===== config.mk =====
export PLATFORM = sky130hd
export DESIGN_NAME = hamming_secded_decoder
export DESIGN_NICKNAME = d
export VERILOG_FILES = /design/src/rtl/hamming_secded_decoder.sv
export SDC_FILE = /design/constraint.sdc
export NUM_CORES = 1
export LEC_CHECK = 0
export ABC_AREA = 1
export BUFFER_PORTS_ARGS = -buffer_cell sky130_fd_sc_hd__buf_2
export CAP_MARGIN = 20
export CORE_ASPECT_RATIO = 1.75
export CORE_MARGIN = 2
export CORE_UTILIZATION = 35
export CTS_CLUSTER_SIZE = 25
export DETAILED_ROUTE_END_ITERATION = 12
export HOLD_SLACK_MARGIN = 0.15
export SLEW_MARGIN = 20
export SYNTH_ARGS = -nofsm -noshare
export SYNTH_HDL_FRONTEND = slang
export SYNTH_SLANG_ARGS = --single-unit

===== constraint.sdc =====
create_clock -name clk -period 1.8 [get_ports clk]
set_input_delay 0.27 -clock clk [delete_from_list [all_inputs] [get_ports clk]]
set_output_delay 0.27 -clock clk [all_outputs]
set_load 0.05 [all_outputs]

===== src/rtl/hamming_secded_decoder.sv =====
// SECDED decoder for 13-bit Hamming codewords (8 data bits), two-stage
// valid/ready pipeline with saturating corrected/uncorrectable counters.
module hamming_secded_decoder #(
  parameter int CNT_W = 16
) (
  input  logic             clk,
  input  logic             rst,
  input  logic             in_valid,
  output logic             in_ready,
  input  logic [12:0]      in_cw,
  output logic             out_valid,
  input  logic             out_ready,
  output logic [7:0]       out_data,
  output logic             out_single,
  output logic             out_uncorr,
  output logic [3:0]       out_pos,
  input  logic             clr_cnt,
  output logic [CNT_W-1:0] cnt_corr,
  output logic [CNT_W-1:0] cnt_uncorr
);

  function automatic logic [3:0] calc_syndrome(input logic [12:0] cw);
    logic [3:0] s;
    s = 4'd0;
    for (int i = 1; i <= 12; i++) begin
      if (cw[i]) s = s ^ i[3:0];
    end
    return s;
  endfunction

  function automatic logic [7:0] extract_data(input logic [12:0] cw);
    return {cw[12], cw[11], cw[10], cw[9], cw[7], cw[6], cw[5], cw[3]};
  endfunction

  function automatic logic [CNT_W-1:0] sat_inc(input logic [CNT_W-1:0] c);
    return (&c) ? c : c + CNT_W'(1);
  endfunction

  logic        vld_p1;
  logic [12:0] cw_p1;
  logic [3:0]  syn_p1;
  logic        par_p1;

  logic        s2_load;
  logic        accept;
  logic        single_c;
  logic        uncorr_c;
  logic [12:0] cw_fix_c;
  logic [3:0]  pos_c;

  assign s2_load  = !out_valid || out_ready;
  assign in_ready = !vld_p1 || s2_load;
  assign accept   = in_valid && in_ready;

  // Stage 1: capture codeword, syndrome and overall parity
  always_ff @(posedge clk) begin
    if (rst) begin
      vld_p1 <= 1'b0;
    end else if (accept) begin
      vld_p1 <= 1'b1;
    end else if (s2_load) begin
      vld_p1 <= 1'b0;
    end
  end

  always_ff @(posedge clk) begin
    if (accept) begin
      cw_p1  <= in_cw;
      syn_p1 <= calc_syndrome(in_cw);
      par_p1 <= ^in_cw;
    end
  end

  // Syndrome 0 with parity set is an overall-bit error: flag it, but data stays as is.
  always_comb begin
    single_c = par_p1 && (syn_p1 <= 4'd12);
    uncorr_c = (!par_p1 && (syn_p1 != 4'd0)) || (par_p1 && (syn_p1 > 4'd12));
    cw_fix_c = cw_p1;
    pos_c    = 4'd0;
    if (single_c) begin
      pos_c = syn_p1;
      if (syn_p1 != 4'd0) cw_fix_c = cw_p1 ^ (13'd1 << syn_p1);
    end
  end

  // Stage 2: classified, corrected result
  always_ff @(posedge clk) begin
    if (rst) begin
      out_valid  <= 1'b0;
      out_data   <= 8'd0;
      out_single <= 1'b0;
      out_uncorr <= 1'b0;
      out_pos    <= 4'd0;
    end else if (s2_load) begin
      out_valid <= vld_p1;
      if (vld_p1) begin
        out_data   <= extract_data(cw_fix_c);
        out_single <= single_c;
        out_uncorr <= uncorr_c;
        out_pos    <= pos_c;
      end
    end
  end

  always_ff @(posedge clk) begin
    if (rst || clr_cnt) begin
      cnt_corr   <= '0;
      cnt_uncorr <= '0;
    end else if (out_valid && out_ready) begin
      if (out_single) cnt_corr   <= sat_inc(cnt_corr);
      if (out_uncorr) cnt_uncorr <= sat_inc(cnt_uncorr);
    end
  end

endmodule


-- Word-level counts from Yosys, hierarchy flattened
Cells that the tools add are included.
- $add $sub $neg: 2
- order comparisons: 2
- shifts and indexed selects: 1
- mux-type cells: 28
- bitwise logic cells: 14
- reductions and logical operators: 20
- operators by type and width (operator ; number):
    2-to-1 mux 4 bit ; 17
    adder 16 x 1 -> 16 bit (second input constant) ; 2
    AND reduction 16 bit ; 2
    2-to-1 mux 13 bit ; 2
    parity 13 bit ; 1
    << shifter 1 x 4 -> 13 bit (first input constant) ; 1
    bitwise XOR 13 bit ; 1
    2-to-1 mux 3 bit ; 4
    NOT 2 bit ; 6
    NOT 3 bit ; 2
    AND reduction 3 bit ; 2
    logical AND 1 bit ; 5
    NOT 1 bit ; 5
    > comparator 4 bit (second input constant) ; 1
    less-or-equal comparator 4 bit (second input constant) ; 1
    logical OR 1 bit ; 4
    2-to-1 mux 2 bit ; 2
    nonzero test 4 bit ; 1
    zero test 1 bit ; 3
    2-to-1 mux 1 bit ; 3
    AND reduction 2 bit ; 1
    nonzero test 2 bit ; 1
- register bits after elaboration: 66
- input port bits: 18
- output and inout bits: 48
- word-level logic and storage cells: 78

-- Longest topological paths before layout
- word-level depth: 37
- gate-level depth with buffers: 11
- depth with buffers taken out: 10

-- Worst setup path before layout
No wires, ideal clock.
- path type: reg-to-reg
- from: register out_valid
- to: register cw_p1[10], enable pin
- setup time: 0.301 ns
- arrival: 1.641 ns
- data required time: 1.499 ns
- path slack: -0.142 ns
- stages on the path, launching flop included: 4
- buffers on the path: 0
- clock period less this slack: 1.942 ns
- path through: dfxtp_1 > nand3_1 > nand2_1 > inv_1
- word-level cells in the longest chain between the ends: 4
- ends and longest elaborated chain (what ; line ; RTL):
    from (decl) ; 11 ; output logic out_valid,
    from (signal assigned) ; 95 ; out_valid <= vld_p1;
    zero test 1 bit ; 51 ; assign s2_load = !out_valid || out_ready;
    logical OR 1 bit ; 51 ;
    logical OR 1 bit ; 52 ; assign in_ready = !vld_p1 || s2_load;
    named net in_ready ; 9 ; output logic in_ready,
    logical AND 1 bit ; 53 ; assign accept = in_valid && in_ready;
    named net accept ; 45 ; logic accept;
    to (signal assigned) ; 68 ; cw_p1 <= in_cw;
    to (decl) ; 40 ; logic [12:0] cw_p1;
The timed path passes the listed nets, and every way through them passes these cells.
A chain may end at the register's enable or synchronous reset.

-- Worst setup path in the final report
- from: input in_cw[6]
- to: register par_p1, data pin
- word-level cells in the longest chain between the ends: 1
- ends and longest elaborated chain (what ; line ; RTL):
    from (decl) ; 10 ; input logic [12:0] in_cw,
    parity 13 bit ; 70 ; par_p1 <= ^in_cw;
    to (signal assigned) ; 70 ;
    to (decl) ; 42 ; logic par_p1;
Every way passes these cells.

==> impl_metrics.csv <==
group,metric,value,unit
outcome,outcome,"completed",
synth,synth_adder_area_share,0.7391,%
critical_path,cpPeakStageDelay,530,ps
routing,drt-pass1-iter-count,4,
critical_path,r2r-end,"cnt_uncorr[13]",
clocking,cts_resized,0,
synth,syn_nets,497,
synth,synthDistinctLibCells,31,
sta,fin_crit,1656,ps
clocking,cts_buffers,9,
sta,tightest_slew,469.0,ps
routing,postRouteAntennaNets,0,
layout,multi_input_area,0.001770,mm²
layout,drive_above_1_share,20.61,%
place,hpwl,6407,µm
min_path,min_path_type,"primary input to flop",
sta,finalSetupViolCount,0,
power_and_ir_drop,p_leak,1.767,nW
layout,antenna_cells,0,
routing,vias,3205,
routing,detail_route.iter0.violations,150,
synth,synthCells,477,
critical_path,crit_start,"in_cw[6]",
sta,period_share,92.02,%
layout,regArea,0.001356,mm²
sta,holdWs,173.8,ps
grt,antenna_found_initial,0,
power_and_ir_drop,power.density,860.7,mW/mm²
layout,nets,573,
grt,track_usage,16.32,%
layout,layout_common_cells,"147 x nand2_1, 65 x buf_2, 64 x nor2_1, 47 x inv_1, 44 x dfxtp_1",
sta,setup_tns,0,ps
layout,area_growth,23.10,%
critical_path,path_cells,"dlygate4sd3_1 -> buf_2 -> xnor2_1 -> xnor2_1 -> nand2_1 -> nand3_1 -> nand2_1",
synth,synthXorXnorAreaFrac,8.278,%
power_and_ir_drop,power,3.587,mW
sta,clock.fmax,603.7,MHz
synth,ys_ff_latch,61,
clocking,insertion_delay,330,ps
synth,synth_top_family_by_area,"simple AND/OR/NAND/NOR gates",
sta,max_slew_margin,68.70,%
sta,drv_slew,0,
critical_path,slowest_stage,"dlygate4sd3_1",
place,dpl.cell_count,662,
synth,synth-warning-count,0,
critical_path,rr_startpoint,"cnt_uncorr[1]",
synth,synth_compound_area_share,8.906,%
run,cap_viol_max_count,0,
grt,gr-total-overflow,0,
clocking,htree_num_levels,3,
critical_path,critical_path.endpoint_type,"flop",
clocking,clock_path_buffers,2,
routing,drc,0,
min_path,min-delay-start,"in_cw[3]",
grt,grt_first_pass_wirelength,13180,µm
grt,grt_max_degree,26,
synth,syn_area,0.003386,mm²
synth,avgSynthCellArea,7.098,µm²
critical_path,start_kind,"primary input",
floorplanning,dieWidth,78.35,µm
synth,synth-seq-area-share,39.91,%
critical_path,worstSetupPathType,"primary input to flop",
routing,wl_per_cell,12.23,µm
clocking,post-cts-setup-buffers,0,
synth,netlist.area_leader.share,28.38,%
grt,grt_pass1_vias,2955,
sta,hold_viol_final,0,
floorplanning,io_pins,66,
power_and_ir_drop,vdd_drop_max,0.4961,mV
place,io_buffers,65,
place,place.gp.congestion,0.9071,
floorplanning,dieArea,0.01051,mm²
synth,synth_area_leaders,"dfxtp_1 28%, nand2_1 16%, edfxtp_1 12%, nor2_1 7.1%, inv_1 5.2%",
sta,fin_worst_skew,5.446,ps
sta,rsz0062_at_grt,"false",
layout,final_cells,680,
routing,totalWireLength,8319,µm
layout,n_fill_cell,977,
critical_path,reg2reg_slack,200,ps
critical_path,critPathMaxFanout,3,
critical_path,endpoint,"par_p1",
critical_path,cp.arrival,1740,ps
clocking,tritoncts,"built",
floorplanning,fp.coreArea,0.009409,mm²
floorplanning,dieHeight,134.1,µm
routing,via_per_inst,4.713,
clocking,clk_pin_slew,50,ps
layout,final_common_cell,"nand2_1",
clocking,cts.sinks,61,
floorplanning,initial_utilization,35.98,%
clocking,root_buffer,"clkbuf_16",
synth,synth_mux_area_share,0,%
critical_path,worstRegToRegCells,8,
synth,synth-simple-area-share,34.22,%
critical_path,worstPathRequired,1890,ps
floorplanning,num_rows,47,
synth,synth_top_area_cell,"dfxtp_1",
stage by stage:
step                instance area, µm²  util, %  setup WS, ps
floorplan                         3396        -         62.61
global placement                  3859    41.01         291.7
detailed placement                3859    41.01         223.7
CTS                               4168    44.30         137.2
global route                      4168    44.30         27.65
finish                            4168    44.30         143.7
cells in the mapped netlist (all sizes together):
cell type,number
xor2,14
nand2,153
nor3,6
a21oi,33
nand4,10
o21ai,22
inv,49
dfxtp,48
edfxtp,13
and3,1
nor2,71
nor4,2
nand3,24
buf,10
clkbuf,1
xnor2,18
ha,2
per-layer routing:
layer  GRT usage (%)  vias up  part of all wire, %
li1                -     1666                    -
met1           15.50     1432                   38
met2           31.03       82                   54
met3           3.903       25                  4.6
met4           9.454        0                  3.5
met5               0        -                    0
flip-flops by register name, indices dropped and copies added (netlist names):
signal	cells
cnt_corr	16
cnt_uncorr	16
cw_p1	8
out_data	8
out_pos	4
syn_p1	4
out_single	1
out_uncorr	1
out_valid	1
par_p1	1
vld_p1	1
worst max-delay path: cells and delay by family:
family | cells | cell delay [ps]
buf+inv | 2 | 660
xor+xnor | 2 | 570
simple gates | 3 | 240
how the worst min path moves through the flow:
| stage | end | cells after the start |
|---|---|---|
| floorplan | cw_p1[10] | 0 |
| global placement | out_pos[2] | 2 |
| detailed placement | out_pos[0] | 2 |
| CTS | cw_p1[3] | 1 |
| global route | cw_p1[7] | 1 |
| finish | cw_p1[3] | 1 |
cell type report:
class | instances | share of cell area [%]
timing repair buffer | 76 | 9.907
multi-input combinational | 356 | 42.48
sequential | 61 | 32.54
clock inverter | 2 | 0.8406
clock buffer | 14 | 6.094
inverter | 49 | 4.473
tap | 122 | 3.663
logic make-up (layout without fill, tap and decap cells):
logic type	after synthesis	in the layout
adder cells (fa/ha/maj)	2	2
AND/OR/NAND/NOR	267	267
buffers and inverters	60	141
AO/OA/AOI/OAI	55	55
flip-flops	61	61
XOR/XNOR	32	32
report_power, final:
group          switching, mW  internal [mW]
Sequential            0.0443           1.47
Clock                  0.575           1.11
Combinational          0.268          0.126
timing repair:
action | CTS | global route
hold buffers | 2 | 0
hold endpoints to repair | 2 | 0
endpoints found under the setup margin | 0 | 0
No activity file was read; power rests on OpenSTA's default activity.
